--- src/rtl/aes_dma_pkg.sv ---
// Shared types for the AES DMA buffer manager.
// Transfer FSM states and packet-length helper.
package aes_dma_pkg;

   localparam int PKT_WORDS = 4;
   localparam int LEN_W     = 6;

   typedef enum logic [2:0] {
      IDLE,
      CHK,
      PREF,
      REQ,
      XFER,
      DONE,
      ERR
   } dma_state_e;

   function automatic logic [LEN_W-1:0] pkt_len(input logic [LEN_W-1:0] pkts_m1);
      return (pkts_m1 + LEN_W'(1)) * LEN_W'(PKT_WORDS);
   endfunction

endpackage

--- src/rtl/aes_dma_bank.sv ---
// One packet buffer: 2**AW x 32, one write port, one sync read port.
// Behavioural stand-in for the Mem1R1W16x32 macro.
module aes_dma_bank
   import aes_dma_pkg::*;
#(
   parameter int AW = 4
) (
   input  logic          clk,
   input  logic          rst,
   input  logic          ScanMode,
   input  logic          we,
   input  logic [AW-1:0] waddr,
   input  logic [31:0]   wdata,
   input  logic          re,
   input  logic [AW-1:0] raddr,
   output logic [31:0]   rdata
);

   logic [31:0] mem_q [2**AW];
   logic [31:0] rdata_d, rdata_q;
   logic        unused_scan;

   assign unused_scan = ScanMode;

   always_ff @(posedge clk) begin
      if (we) mem_q[waddr] <= wdata;
   end

   // Output register holds its value until the next read strobe.
   always_comb begin
      rdata_d = rdata_q;
      if (re) rdata_d = mem_q[raddr];
   end

   always_ff @(posedge clk or posedge rst) begin
      if (rst) rdata_q <= '0;
      else     rdata_q <= rdata_d;
   end

   assign rdata = rdata_q;

endmodule

--- src/rtl/aes_dma_bufmgr.sv ---
// Ping-pong packet buffers between the AES core and the fla_hbm port.
// Burst load/store FSM with prefetch, address checking and sticky error.
module aes_dma_bufmgr
   import aes_dma_pkg::*;
#(
   parameter int NBANK = 2,
   parameter int AW    = 4,
   parameter int BW    = $clog2(NBANK),
   parameter int SW    = AW - 2
) (
   input  logic          clk,
   input  logic          rst,
   input  logic          ScanMode,
   input  logic [SW-1:0] DmaSize,
   input  logic [27:0]   MemAdd,
   input  logic [BW-1:0] MemBank,
   input  logic          MemIrdy,
   input  logic          MemRd_Wr,
   output logic          MemTrdy,
   output logic          dma_ahb_err,
   input  logic          ErrClr,
   output logic          Busy,
   input  logic [BW-1:0] AesBank,
   input  logic          AesWr,
   input  logic          AesRd,
   input  logic [AW-1:0] AesWrAdd,
   input  logic [AW-1:0] AesRdAdd,
   input  logic [31:0]   AesWrData,
   output logic [31:0]   AesRdData,
   output logic          f2m_req,
   output logic          f2m_write,
   output logic [23:0]   f2m_addr,
   output logic [5:0]    f2m_len,
   output logic [31:0]   dma_hwdata_o,
   input  logic          m2f_ack,
   input  logic          m2f_fwvalid,
   input  logic          m2f_frvalid,
   input  logic          m2f_viol,
   input  logic [31:0]   dma_hrdata_i
);

   dma_state_e       state_d, state_q;
   logic             irdy_d, irdy_q;
   logic [BW-1:0]    bank_d, bank_q;
   logic             dir_d, dir_q;
   logic [27:0]      addr_d, addr_q;
   logic [LEN_W-1:0] len_d, len_q;
   logic [LEN_W-1:0] ptr_d, ptr_q;
   logic             req_d, req_q;
   logic             trdy_d, trdy_q;
   logic             err_d, err_q;
   logic             aes_ok_d, aes_ok_q;
   logic [BW-1:0]    aes_bank_d, aes_bank_q;

   logic             busy;
   logic             more;
   logic             dma_we;
   logic             dma_re;
   logic [AW-1:0]    dma_raddr;
   logic [NBANK-1:0] own;
   logic [NBANK-1:0] bk_we;
   logic [NBANK-1:0] bk_re;
   logic [AW-1:0]    bk_waddr [NBANK];
   logic [AW-1:0]    bk_raddr [NBANK];
   logic [31:0]      bk_wdata [NBANK];
   logic [31:0]      bk_rdata [NBANK];

   assign busy = (state_q != IDLE);
   assign more = (ptr_q < len_q);

   always_comb begin
      state_d   = state_q;
      irdy_d    = MemIrdy;
      bank_d    = bank_q;
      dir_d     = dir_q;
      addr_d    = addr_q;
      len_d     = len_q;
      ptr_d     = ptr_q;
      req_d     = req_q;
      trdy_d    = 1'b0;
      err_d     = err_q & ~ErrClr;
      dma_we    = 1'b0;
      dma_re    = 1'b0;
      dma_raddr = ptr_q[AW-1:0];
      unique case (state_q)
         IDLE: begin
            // Transfer parameters are captured with the start edge.
            if (MemIrdy && !irdy_q) begin
               state_d = CHK;
               bank_d  = MemBank;
               dir_d   = MemRd_Wr;
               addr_d  = MemAdd;
               len_d   = pkt_len(LEN_W'(DmaSize));
            end
         end
         CHK: begin
            if (addr_q[1:0] != 2'd0 || addr_q[27:26] != 2'd0)
               state_d = ERR;
            else if (dir_q)
               state_d = REQ;
            else
               state_d = PREF;
         end
         PREF: begin
            dma_re    = 1'b1;
            dma_raddr = '0;
            ptr_d     = LEN_W'(1);
            state_d   = REQ;
         end
         REQ: begin
            req_d   = 1'b1;
            state_d = XFER;
         end
         XFER: begin
            if (more && dir_q && m2f_fwvalid) begin
               dma_we = 1'b1;
               ptr_d  = ptr_q + LEN_W'(1);
            end
            // Last store beat needs no follow-on read; avoids wrapping to word 0.
            if (!dir_q && m2f_frvalid && more) begin
               dma_re = 1'b1;
               ptr_d  = ptr_q + LEN_W'(1);
            end
            if (m2f_ack) begin
               req_d   = 1'b0;
               state_d = m2f_viol ? ERR : DONE;
            end
         end
         DONE: begin
            trdy_d  = 1'b1;
            ptr_d   = '0;
            state_d = IDLE;
         end
         ERR: begin
            trdy_d  = 1'b1;
            req_d   = 1'b0;
            ptr_d   = '0;
            err_d   = 1'b1;
            state_d = IDLE;
         end
         default: state_d = IDLE;
      endcase
   end

   always_comb begin
      aes_bank_d = aes_bank_q;
      aes_ok_d   = AesRd && !own[AesBank];
      if (AesRd) aes_bank_d = AesBank;
   end

   always_ff @(posedge clk or posedge rst) begin
      if (rst) begin
         state_q    <= IDLE;
         irdy_q     <= 1'b0;
         bank_q     <= '0;
         dir_q      <= 1'b0;
         addr_q     <= '0;
         len_q      <= '0;
         ptr_q      <= '0;
         req_q      <= 1'b0;
         trdy_q     <= 1'b0;
         err_q      <= 1'b0;
         aes_ok_q   <= 1'b0;
         aes_bank_q <= '0;
      end else begin
         state_q    <= state_d;
         irdy_q     <= irdy_d;
         bank_q     <= bank_d;
         dir_q      <= dir_d;
         addr_q     <= addr_d;
         len_q      <= len_d;
         ptr_q      <= ptr_d;
         req_q      <= req_d;
         trdy_q     <= trdy_d;
         err_q      <= err_d;
         aes_ok_q   <= aes_ok_d;
         aes_bank_q <= aes_bank_d;
      end
   end

   for (genvar i = 0; i < NBANK; i++) begin : g_bank
      assign own[i]      = busy && (bank_q == BW'(i));
      assign bk_we[i]    = own[i] ? dma_we : (AesWr && AesBank == BW'(i));
      assign bk_re[i]    = own[i] ? dma_re : (AesRd && AesBank == BW'(i));
      assign bk_waddr[i] = own[i] ? ptr_q[AW-1:0] : AesWrAdd;
      assign bk_raddr[i] = own[i] ? dma_raddr : AesRdAdd;
      assign bk_wdata[i] = own[i] ? dma_hrdata_i : AesWrData;

      aes_dma_bank #(
         .AW(AW)
      ) u_bank (
         .clk     (clk),
         .rst     (rst),
         .ScanMode(ScanMode),
         .we      (bk_we[i]),
         .waddr   (bk_waddr[i]),
         .wdata   (bk_wdata[i]),
         .re      (bk_re[i]),
         .raddr   (bk_raddr[i]),
         .rdata   (bk_rdata[i])
      );
   end

   assign MemTrdy      = trdy_q;
   assign dma_ahb_err  = err_q;
   assign Busy         = busy;
   assign f2m_req      = req_q;
   assign f2m_write    = dir_q;
   assign f2m_addr     = addr_q[25:2];
   assign f2m_len      = len_q;
   assign AesRdData    = aes_ok_q ? bk_rdata[aes_bank_q] : '0;
   assign dma_hwdata_o = (!dir_q && (state_q == REQ || state_q == XFER))
                         ? bk_rdata[bank_q] : '0;

endmodule

--- config.mk ---
export PLATFORM = sky130hd
export DESIGN_NAME = aes_dma_bufmgr
export DESIGN_NICKNAME = d
export VERILOG_FILES = /design/src/rtl/aes_dma_pkg.sv /design/src/rtl/aes_dma_bank.sv /design/src/rtl/aes_dma_bufmgr.sv
export SDC_FILE = /design/constraint.sdc
export NUM_CORES = 2
export LEC_CHECK = 0
export ABC_AREA = 1
export BUFFER_PORTS_ARGS = -buffer_cell sky130_fd_sc_hd__buf_2
export CAP_MARGIN = 20
export CORE_AREA = 2 2 361 273
export DETAILED_ROUTE_END_ITERATION = 10
export DIE_AREA = 0 0 363 275
export PLACE_DENSITY = 0.73
export RECOVER_POWER = 100
export SYNTH_ARGS = -nofsm -noshare
export SYNTH_HDL_FRONTEND = slang
export SYNTH_HIERARCHICAL = 1
export SYNTH_SLANG_ARGS = --single-unit
--- constraint.sdc ---
create_clock -name clk -period 7.9 [get_ports clk]
set_input_delay 0 -clock clk [delete_from_list [all_inputs] [get_ports clk]]
set_output_delay 0 -clock clk [all_outputs]
set_load 0.03 [all_outputs]
* Word-level counts from Yosys, hierarchy flattened
Memory sizes are Yosys's and may differ from the RTL's. A register that Yosys moved wholly into a read port is not among the register bits. Cells that the tools add are included.
Storage, ports and cells: flip-flop bits (word level) 49, RAM bits 1024, input bits 116, memories kept 2
Memories:
- g_bank[0].u_bank.mem_q | depth 16, bits a word 32, read ports 1, clocked after memory_dff 1, write ports 1, RTL line aes_dma_bank.sv:19 | logic [31:0] mem_q [2**AW];
- g_bank[1].u_bank.mem_q | depth 16, bits a word 32, read ports 1, clocked after memory_dff 1, write ports 1, RTL line aes_dma_bank.sv:19
Operators by class: add/sub/neg operators 2, $lt $le $gt $ge 4, equal/unequal tests 9, muxes and demuxes 42, bitwise gates (word level) 6, reductions and logical operators 29
Operators with widths (number):
- $mux 32 | 10
- $mux 4 | 5
- $pmux 6 s3 | 1
- $mux 1 | 17
- $pmux 3 s5 | 1
- $logic_and 1x1->1 | 13
- $mux 6 | 2
- $eq 3x3->1 const B | 3
- $mux 3 | 3
- $reduce_bool 3->1 | 3
- $reduce_and 2->1 | 4
- $add 6x1->6 const B | 1
- $eq 3x2->1 const B | 2
- $lt 6x6->1 | 1
- $ge 2x2->1 const B | 2
- $ne 2x2->1 const B | 2
- $not 1->2 | 2
- $reduce_bool 2->1 | 2
- $add 2x1->3 const B | 1
- $eq 3x1->1 const B | 1
- $logic_not 1->1 | 3
- $logic_not 3->1 | 1
- $ne 3x3->1 const B | 1
- $not 1->1 | 3
- other kinds (7) | 8

* Longest topological paths before layout
word-level depth 8, depth in mapped cells 18, gate-level depth less buffers 15

* By module
Netlist, hierarchy kept.
Modules (own cells, without submodules):
- aes_dma_bank (g_bank[0].u_bank) | times used 1, cells an instance 1841, area an instance 21775.9 um2
- aes_dma_bank (g_bank[1].u_bank) | times used 1, cells an instance 1841, area an instance 21770.9 um2
- aes_dma_bufmgr | times used 1, cells an instance 667, area an instance 4266.6 um2

* Least setup slack after synthesis
OpenSTA, ideal clock, no wires.
path kind register to register, from register len_q[3] (netlist: f2m_len[3]), to memory g_bank[0].u_bank.mem_q[12][0], enable pin, arrival 3.143 ns, path slack 4.336 ns, cell stages (with the launch flop) 10, cells stage by stage dfrtp_1 -> inv_1 -> ha_1 -> nand2_1 -> nand2_1 -> a21boi_0 -> nand3_1 -> o21ai_0 -> nand3_1 -> nor2_1
Between the ends: cells in the longest elaborated chain, start to end 8
RTL lines:
- from (decl) | RTL line aes_dma_bufmgr.sv:47 | logic [LEN_W-1:0] len_d, len_q;
- from (signal assigned) | RTL line aes_dma_bufmgr.sv:171 | len_q <= len_d;
- $lt 6x6->1 | RTL line aes_dma_bufmgr.sv:69 | assign more = (ptr_q < len_q);
- $logic_and 1x1->1 (2 in a row) | RTL line aes_dma_bufmgr.sv:115 | if (more && dir_q && m2f_fwvalid) begin
- $mux 1 | RTL line aes_dma_bufmgr.sv:115
- $mux 1 | RTL line aes_dma_bufmgr.sv:85 | unique case (state_q)
- $mux 1 | RTL line aes_dma_bufmgr.sv:183 | assign bk_we[i] = own[i] ? dma_we : (AesWr && AesBank == BW'(i));
- via bk_we[0] | RTL line aes_dma_bufmgr.sv:61 | logic [NBANK-1:0] bk_we;
- $mux 1 | RTL line aes_dma_bank.sv:26 | if (we) mem_q[waddr] <= wdata;
- $mux 1 (not written as such) | RTL line aes_dma_bank.sv:26
- to (decl) | RTL line aes_dma_bank.sv:19
The timed path passes the listed nets, and every way through them passes these cells.

==> metrics.md <==
| Metric | Value |
|---|---|
| Ports | `215` |
| Failing checks | `capacitance limit, slew limit` |
| Mapped cell area | `47800 um^2` |
| Slowest stage delay, CP | `2000 ps` |
| Hold path start | `MemAdd[8]` |
| Overall die area | `99800 um^2` |
| Final hold violations | `0` |
| Setup TNS Final | `0 ps` |
| Final min period | `6120 ps` |
| Hold-fix buffers, CTS | `120` |
| Main flop type after synthesis | `edfxtp_1` |
| Setup repair after global routing missed its margin | `no` |
| Worst Hold Depth | `3` |
| Fraction of layout cells with a size suffix above 1 | `0.0758` |
| Synth warn | `6` |
| Setup slack, reg-to-reg | `1780 ps` |
| Die W | `363 um` |
| Worst hold path endpoint | `addr_q[8]$_DFFE_PP0P_` |
| Drc violations | `0` |
| Fill cell count | `7852` |
| Synth top area cells | `edfxtp_1 64%, nand2_1 14%, nand3_1 8.2%` |
| CTS Buffer Depth | `3` |
| Slew Viols, Final | `1119` |
| Core box area | `96500 um^2` |
| Synth unique cells | `36` |
| Final core utilization | `0.560` |
| Fmax | `163 MHz` |
| Total Power | `21.0 mW` |
| Slew @ Worst Pin | `3220 ps` |
| Vias in the first global route | `31800` |
| RR Endpoint | `g_bank[1].u_bank/mem_q[11][10]$_DFFE_PP_` |
| Worst path cell trace | `nor2_1 > clkinvlp_2 > nor2_1 > nor2_1 > inv_1 > buf_4 > o21ai_0 > nand3b_1 > nor2_1 > clkbuf_1` |
| Slowest stage cell, crit path | `clkbuf_1` |
| Launch point of the worst path | `state_q[0]$_DFFE_PP0P_` |
| Max-slew headroom | `-1.15` |
| Final worst path period share | `0.775` |
| 1st-pass router iterations | `6` |
| Max-cap violations | `37` |
| Antenna Violating Nets Remaining | `0` |
| Placer congestion estimate | `0.912` |
| Top-count cell post-synth | `nand2_1` |
| Worst EP required | `8130 ps` |
| Clock Pin Slew Worst Setup and Hold Paths | `70 ps` |
| Avg Cell Area, Syn | `11.0 um^2` |
| WL final | `132000 um` |
| PostCTS Resize Cnt | `0` |
| Worst Setup Start Kind | `flip-flop` |
| Register area | `33600 um^2` |
| Type of the worst setup path | `reg2reg` |
| Post-DR vias/cell | `5.68` |
| Area delta synth->final | `13.1%` |
| CTS Sinks | `1136` |
| Row cnt | `99` |
| Via total after detailed routing | `33900` |
| First-pass GRT wire length | `196000 um` |
| Worst reg2reg startpoint | `state_q[0]$_DFFE_PP0P_` |
| DR WL/cell | `22.2 um` |
| Post-synthesis async set-or-reset flop share | `0.0986` |
| Leading area contributor after synthesis | `edfxtp_1` |
| Post-CTS Setup Bufs | `0` |
| DP Wirelength | `73000 um` |
| Seq/Total Area, Yosys | `0.702` |
| Initial antenna violation count | `5` |
| Die Span Y | `275 um` |
| Number of synthesized flops with an enable pin | `1024` |
| Reg2Reg Depth | `10` |
| Critical path's most frequent cell | `nor2_1` |
| CP Data Arrival Time | `6350 ps` |
| Largest net degree at the start of global routing | `201` |
| Peak VDD IR | `274 uV` |
| Status | `complete, but fails checks` |
| Post-synthesis register bit count | `1136` |
| Worst Skew | `21.5 ps` |
| TritonCTS clock tree | `done` |
| Synth top area share | `0.643` |
| Port buffer count | `210` |
| Setup Viol. Count Final | `0` |
| Final nets | `4747` |
| Worst Setup End Kind | `flip-flop` |
| Grt ovf | `0` |
| Mapped Cells | `4349` |
| Htree depth | `3` |
| Clk_lat worst skew | `690 ps` |
| TritonCTS Buffers | `99` |
| CTS Root Cell | `clkbuf_16` |
| GRT Overall Usage | `0.261` |
| HP Class | `in2reg` |
| Initial Utilization | `0.496` |
| Power per cell area | `389 nW/um^2` |
| Crit-path max FO | `68` |
| Multi-input logic area | `12400 um^2` |
| Top cells by count, synth | `1726 x nand2_1, 1024 x edfxtp_1, 784 x nand3_1` |
| P_leak | `20.6 nW` |
| 1st-iter DRT viols | `4662` |
## per-layer routing
metal	track usage	vias up	part of all wire
li1	-	15400	-
met1	0.380	16200	0.41
met2	0.381	2064	0.42
met3	0.0744	278	0.14
met4	0.0800	8	0.028
met5	0	-	0.00039
## power by group
part / internal [mW] / total (mW) / switching [mW] / leakage [nW]
Combinational: 2.00 / 7.82 / 5.82 / 8.35
Sequential: 7.89 / 8.25 / 0.364 / 10.6
Clock: 2.79 / 4.96 / 2.17 / 1.60
Total: 12.7 / 21.0 / 8.35 / 20.6
## critical path, delay by kind of cell, from the launching register on
kind	cells	cell delay, ps
AO/OA/AOI/OAI	1	340
flip-flops	1	440
buffers and inverters	4	3190
AND/OR/NAND/NOR	5	1620
## cells by family after synthesis
kind of cell	Yosys count	share of synthesized area
buf+inv	371	0.0423
flops	1136	0.702
xor+xnor	2	0.000366
fa+ha+maj	4	0.00105
compound gates	164	0.0176
mux	28	0.00738
other cells	1	0.0000784
simple gates	2643	0.230
## layout by cell type, fill, tap and decap left out, drive strengths merged
cell type,Yosys,routed
o22ai,2,2
nor2,123,123
nor3,3,3
a21oi,38,38
a21boi,1,1
a31oi,1,1
clkinvlp,0,3
ha,4,4
nand3,784,784
nor4,1,1
o21ai,118,118
nand2,1727,1727
clkbuf,62,311
dfrtp,112,112
o21bai,1,1
diode,0,1
bufinv,0,11
o211ai,2,2
mux2,28,28
nand4,1,1
dlygate4sd3,0,125
clkinv,0,34
xnor2,1,1
inv,80,83
conb,1,3
edfxtp,1024,1024
buf,229,162
xor2,1,1
nand3b,4,4
a32o,1,1
## state kept, by name (all words and copies together), names as in the netlist
| signal | cells |
|---|---|
| bank_q | 1 |
| f2m_len | 3 |
| f2m_req | 1 |
| f2m_write | 1 |
| irdy_q | 1 |
| aes_ok_q | 1 |
| dma_ahb_err | 1 |
| MemTrdy | 1 |
| addr_q | 28 |
| aes_bank_q | 1 |
| ptr_q | 6 |
| g_bank.u_bank/mem_q | 1024 |
| g_bank.u_bank/rdata | 64 |
| state_q | 3 |
## worst max path at each step
stage / to / slack, ps
floorplan: g_bank[0].u_bank/mem_q[12][0]$_DFFE_PP_ / 4340
global placement: g_bank[1].u_bank/rdata[24]$_DFFE_PP0P_ / 3660
detailed placement: g_bank[1].u_bank/rdata[24]$_DFFE_PP0P_ / 3590
CTS: g_bank[1].u_bank/rdata[24]$_DFFE_PP0P_ / 3570
global route: g_bank[0].u_bank/mem_q[1][10]$_DFFE_PP_ / 1590
finish: g_bank[1].u_bank/mem_q[11][10]$_DFFE_PP_ / 1780
## area by class of cell
cell class	instances	share of cell area
flip-flops and latches	1136	0.621
multi-input cells	2844	0.229
repair buffers	466	0.0541
clock buffers	132	0.0505
well taps	1262	0.0292
clock inverters	51	0.0102
inverters	80	0.00586
diodes	1	0.0000463
## metrics by stage
stage | setup WS [ps] | hold WS [ps] | cell area, um^2 | instances
floorplan | 4340 | 31.4 | 47800 | 4351
global placement | 3660 | 123 | 50000 | 5650
detailed placement | 3590 | 126 | 50000 | 5655
CTS | 3570 | 1.07 | 54500 | 5958
global route | 1590 | 89.4 | 54100 | 5971
finish | 1780 | 79.9 | 54100 | 5972
(Power assumes the default switching activity.)
